--- config.mk ---
export PLATFORM = sky130hd
export DESIGN_NAME = mod257_accum
export DESIGN_NICKNAME = d
export VERILOG_FILES = /design/src/rtl/mod257_accum.sv
export SDC_FILE = /design/constraint.sdc
export NUM_CORES = 1
export LEC_CHECK = 0
export BUFFER_PORTS_ARGS = -buffer_cell sky130_fd_sc_hd__clkbuf_2
export CAP_MARGIN = 20
export CORE_ASPECT_RATIO = 1.4
export CORE_MARGIN = 4
export CORE_UTILIZATION = 50
export DETAILED_ROUTE_END_ITERATION = 16
export HOLD_SLACK_MARGIN = 0.06
export MAX_ROUTING_LAYER = met4
export PLACE_DENSITY_LB_ADDON = 0.3
export SYNTH_ARGS = -nofsm -noshare
export SYNTH_HDL_FRONTEND = slang
export SYNTH_SLANG_ARGS = --single-unit
--- constraint.sdc ---
create_clock -name clk -period 4.8 [get_ports clk]
set_input_delay 0.96 -clock clk [delete_from_list [all_inputs] [get_ports clk]]
set_output_delay 0.96 -clock clk [all_outputs]
set_load 0.05 [all_outputs]
--- src/rtl/mod257_accum.sv ---
// mod257_accum: streaming per-frame accumulator modulo 257 with saturating term count and range-error flag
module mod257_accum #(
  parameter int CNT_W = 8
) (
  input  logic              clk,
  input  logic              rst_n,
  input  logic              in_valid,
  output logic              in_ready,
  input  logic signed [14:0] in_data,
  input  logic              in_last,
  output logic              out_valid,
  input  logic              out_ready,
  output logic [8:0]        out_data,
  output logic [CNT_W-1:0]  out_cnt,
  output logic              out_err
);
  typedef enum logic {IDLE, ACC} state_t;
  state_t            state_q, state_d;
  logic [8:0]        acc_q, acc_d, out_data_q, out_data_d;
  logic [CNT_W-1:0]  cnt_q, cnt_d, out_cnt_q, out_cnt_d, cnt_inc;
  logic              err_q, err_d, out_valid_q, out_valid_d, out_err_q, out_err_d;
  logic              accept, range_err;
  logic signed [15:0] sum;
  logic [8:0]        canon;
  assign in_ready  = ~out_valid_q | out_ready;
  assign accept    = in_valid & in_ready;
  assign sum       = $signed({7'b0, acc_q}) + $signed({in_data[14], in_data});
  // Illegal inputs can push sum outside [-255,767]; the result is then just the low 9 bits
  assign canon     = 9'(sum < 16'sd0   ? sum + 16'sd257 :
                         sum >= 16'sd514 ? sum - 16'sd514 :
                         sum >= 16'sd257 ? sum - 16'sd257 : sum);
  assign range_err = (in_data < -15'sd255) | (in_data > 15'sd511);
  assign cnt_inc   = &cnt_q ? cnt_q : cnt_q + 1'b1;
  assign out_valid = out_valid_q;
  assign out_data  = out_data_q;
  assign out_cnt   = out_cnt_q;
  assign out_err   = out_err_q;
  always_comb begin
    state_d     = state_q;
    acc_d       = acc_q;
    cnt_d       = cnt_q;
    err_d       = err_q;
    out_data_d  = out_data_q;
    out_cnt_d   = out_cnt_q;
    out_err_d   = out_err_q;
    out_valid_d = out_valid_q & ~out_ready;
    if (accept && in_last) begin
      state_d     = IDLE;
      acc_d       = '0;
      cnt_d       = '0;
      err_d       = 1'b0;
      out_data_d  = canon;
      out_cnt_d   = cnt_inc;
      out_err_d   = err_q | range_err;
      out_valid_d = 1'b1;
    end else if (accept) begin
      state_d = ACC;
      acc_d   = canon;
      cnt_d   = cnt_inc;
      err_d   = err_q | range_err;
    end
  end
  always_ff @(posedge clk) begin
    if (!rst_n) begin
      state_q     <= IDLE;
      acc_q       <= '0;
      cnt_q       <= '0;
      err_q       <= 1'b0;
      out_valid_q <= 1'b0;
      out_data_q  <= '0;
      out_cnt_q   <= '0;
      out_err_q   <= 1'b0;
    end else begin
      state_q     <= state_d;
      acc_q       <= acc_d;
      cnt_q       <= cnt_d;
      err_q       <= err_d;
      out_valid_q <= out_valid_d;
      out_data_q  <= out_data_d;
      out_cnt_q   <= out_cnt_d;
      out_err_q   <= out_err_d;
    end
  end
endmodule

==> metrics.md <==
| Metric | Value |
|---|---|
| CTS Buf Count | `5` |
| Post-layout minimum cycle time | `~4.4 ns` |
| Finished Layout Cells | `~540` |
| Hold Violations, Final | `0` |
| Setup Buffers After CTS | `0` |
| GRT Overall Usage | `28.25%` |
| Reg area | `~740 µm²` |
| R2R Path End | `out_data[3]` |
| FP Rows | `34` |
| P_leak | `0.001423 µW` |
| Compound-Gate Fraction of Synth Area | `around 30%` |
| Fin. max-slew vios | `0` |
| Worst EP required | `approximately 5.0 ns` |
| Max_slew headroom | `a little under half` |
| RSZ-0062 raised after global routing | `false` |
| Clk buf depth | `2` |
| Router iterations before antenna repair | `5` |
| Cts repair resizes | `0` |
| Commonest cells after routing, fill and taps aside | `nand2_1, nor2_1, clkbuf_2` |
| Setup-failing EPs final | `0` |
| Vias per cell | `around 6.5` |
| Post-synthesis adder-cell area fraction | `7.747%` |
| Main synth FF type | `dfxtp_1` |
| Worst-margin pin slew | `0.7840 ns` |
| Ys Warns | `0` |
| Filler Cells Inserted | `~600` |
| RR Startpoint | `acc_q[0]` |
| Post-synth ARST share | `0%` |
| CTS clk-pin slew, worst paths | `0.07 ns` |
| Post-DP Area | `between 0.003 and 0.004 mm²` |
| Number of port buffers | `39` |
| Number of nets with antenna violations after routing | `0` |
| Most common cell after layout, fill and taps aside | `nand2_1` |
| CP cell instances | `clkbuf_2 > ha_1 > fa_1 > a21o_1 > a211oi_1 > o22ai_1 > or4_1 > a211oi_4 > a2bb2oi_4 > nand2_2 > o21a_1 > or4_1 > nand3_1` |
| Power per cell area | `~280 mW/mm²` |
| Psw | `between 400 and 500 µW` |
| Routed wire length | `approximately 10000 µm` |
| Status | `completed` |
| HP Class | `reg -> reg` |
| #FFs+latches synth | `37` |
| Seq/Total Area, Yosys | `23.40%` |
| Unique masters post-synth | `just under 70` |
| CP endpoint | `out_data[3]` |
| Syn_area_per_cell | `7.537 µm²` |
| CTS Hold Bufs | `0` |
| CP startpoint | `in_data[0]` |
| Met3 routed WL | `around 390 µm` |
| Worst path most repeated cell | `or4_1` |
| Internal power | `between 500 and 600 µW` |
| Fin crit share | `between 90% and 100%` |
| Vias in the first global route | `around 3,400` |
| Via count | `~3,500` |
| Gate Count Post-Synth | `420` |
| Largest net degree at the start of global routing | `22` |
| CTS tree | `done` |
| Slowest Stage Delay on Critical Path | `roughly 0.66 ns` |
| First-pass GRT wire length | `16,240 µm` |
| Setup tns final | `0 ns` |
| R2R setup slack | `roughly 0.80 ns` |
| Clock sink count | `37` |
| Mux contribution to synthesized area | `1.897%` |
| Flop pwr share | `about a third` |
| Fin nets | `504` |
| Gr ovfl total | `0` |
| Post-Synth XOR/XNOR Area | `about 2.7%` |
| Worst Path Arrival | `~4.7 ns` |
| Routed WL per cell | `approximately 19 µm` |
| Comb pwr share | `45.5%` |
| Slowest cell on crit path | `or4_1` |
| Detailed placement HPWL | `between 7000 and 8000 µm` |
| Multi-input combinational cell area | `0.002325 mm²` |
| Post-synth EDFFs | `0` |
| Worst clock skew | `roughly 0.006 ns` |
| CORE AREA | `~0.0062 mm²` |
| Largest family of logic cells by synthesized area | `simple AND/OR/NAND/NOR gates` |
| Number of instances in the placed design | `530` |
| Finished Cell Area | `roughly 0.0036 mm²` |
| Root buf cell | `clkbuf_8` |
| I/O pin total | `40` |
| Clock Power Share | `between 20% and 30%` |
| Max-cap viol count | `0` |
| Layout cells sized above 1 | `about 17%` |
| Die height | `just over 100 µm` |
| Post-Synth Simple-Gate Area | `a little under a third` |
| Starting Density | `approximately half` |
| Worst setup SP type | `input port` |
| DRT iter0 DRCs | `294` |
| Number of H-tree levels | `2` |
| Final Total Pwr | `just over 1000 µW` |
| Worst Path Max Fanout | `6` |
| # diodes | `0` |
| Switching share of power | `roughly 42%` |
| Die W | `75.25 µm` |
| Critical path class | `in -> reg` |
| Syn Nets | `459` |
| Worst ir drop on vdd | `0.0002938 V` |
| Metal2 WL | `~5200 µm` |
| Max Freq | `0.2249 GHz` |
| Max layer used | `met4` |
| Cells on worst reg2reg path | `12` |
| Initial antenna violation count | `0` |
| Worst setup EP type | `flop` |
| Placer Congestion | `approximately 1` |
| # DRC | `0` |
| Mapped Area | `0.003166 mm²` |
| Metal-1 WL | `about 3800 µm` |
| Synth-to-layout area growth | `13.32%` |
| Die area | `between 0.007 and 0.008 mm²` |
| Skew-Pair Late Insertion Delay | `0.29 ns` |
-- power groups by stage --
stage,combinational [µW],sequential (µW),clock (µW)
4_1_cts,457,343,216
3_5_place_dp,455,350,0
3_3_place_gp,452,350,0
6_report,464,344,212
5_1_grt,506,345,224
2_1_floorplan,296,379,0
-- logic make-up after synthesis --
kind of cell	after synthesis
AOI/OAI and AO/OA	125
xor gates and xnor gates	9
adders and majority gates	19
buffers and inverters	25
DFF	37
muxes	6
and+or+nand+nor	199
-- critical path: cells and delay by family --
family,cells,cell delay (ns)
buf+inv,1,0.09
compound gates,6,1.57
simple gates,4,1.35
fa+ha+maj,2,0.70
-- cell type report --
cell class	count	area share [%]
Inverter	7	0.7325
Clock buffer	6	2.023
Timing Repair Buffer	56	8.999
Multi-Input combinational cell	358	64.81
Sequential cell	37	20.65
Clock inverter	2	0.2790
Tap cell	72	2.511
-- per-layer routing --
metal,up-vias,GRT usage [%]
met5,-,-
met4,0,18.17
met3,48,2.264
met2,133,49.33
met1,1631,29.75
li1,1691,-
-- stage by stage --
step	hold WS [ns]	worst slack (ns)	utilization (%)
finish	0.4549	0.3531	58.15
floorplan	0.4356	0.4891	-
global route	0.4706	0.1499	58.15
detailed placement	0.4468	0.1257	56.82
CTS	0.4577	0.4056	58.15
global placement	0.4416	0.2023	56.82
-- sequential cells by signal, indices dropped and copies added, names as in the netlist --
register   count
out_valid      1
err_q          1
out_data       9
out_err        1
out_cnt        8
acc_q          9
cnt_q          8
-- cells in the mapped netlist, types with 3 or more instances --
cell type	n	area share, %
a211oi_1	11	2.6
a21o_1	5	1.2
a21oi_1	27	4.3
a311o_1	4	1.3
a31oi_1	8	1.6
a32o_1	3	0.95
a32oi_1	4	1.1
and2_1	4	0.79
and3_1	5	0.99
buf_2	5	0.79
clkbuf_1	13	1.5
dfxtp_1	37	23
ha_1	18	7.1
inv_1	6	0.71
mux2i_1	6	1.9
nand2_1	52	6.2
nand2b_1	3	0.59
nand3_1	27	4.3
nand3b_1	3	0.71
nand4_1	6	1.2
nor2_1	50	5.9
nor3_1	18	2.8
nor4_1	7	1.4
o211ai_1	10	2.4
o21a_1	6	1.4
o21ai_0	15	2.4
o22ai_1	4	0.79
or2_2	5	0.99
or3_1	3	0.59
or4_1	3	0.71
xnor2_1	4	1.1
xor2_1	4	1.1
-- worst min-delay path by stage --
stage / to / cells after the start / from
CTS: out_cnt[0] / 2 / out_cnt[0]
finish: out_cnt[4] / 2 / out_cnt[4]
global route: out_cnt[4] / 2 / out_cnt[4]
floorplan: acc_q[0] / 2 / acc_q[0]
global placement: out_cnt[0] / 2 / out_cnt[0]
detailed placement: out_cnt[0] / 2 / out_cnt[0]
(Power assumes the default switching activity.)
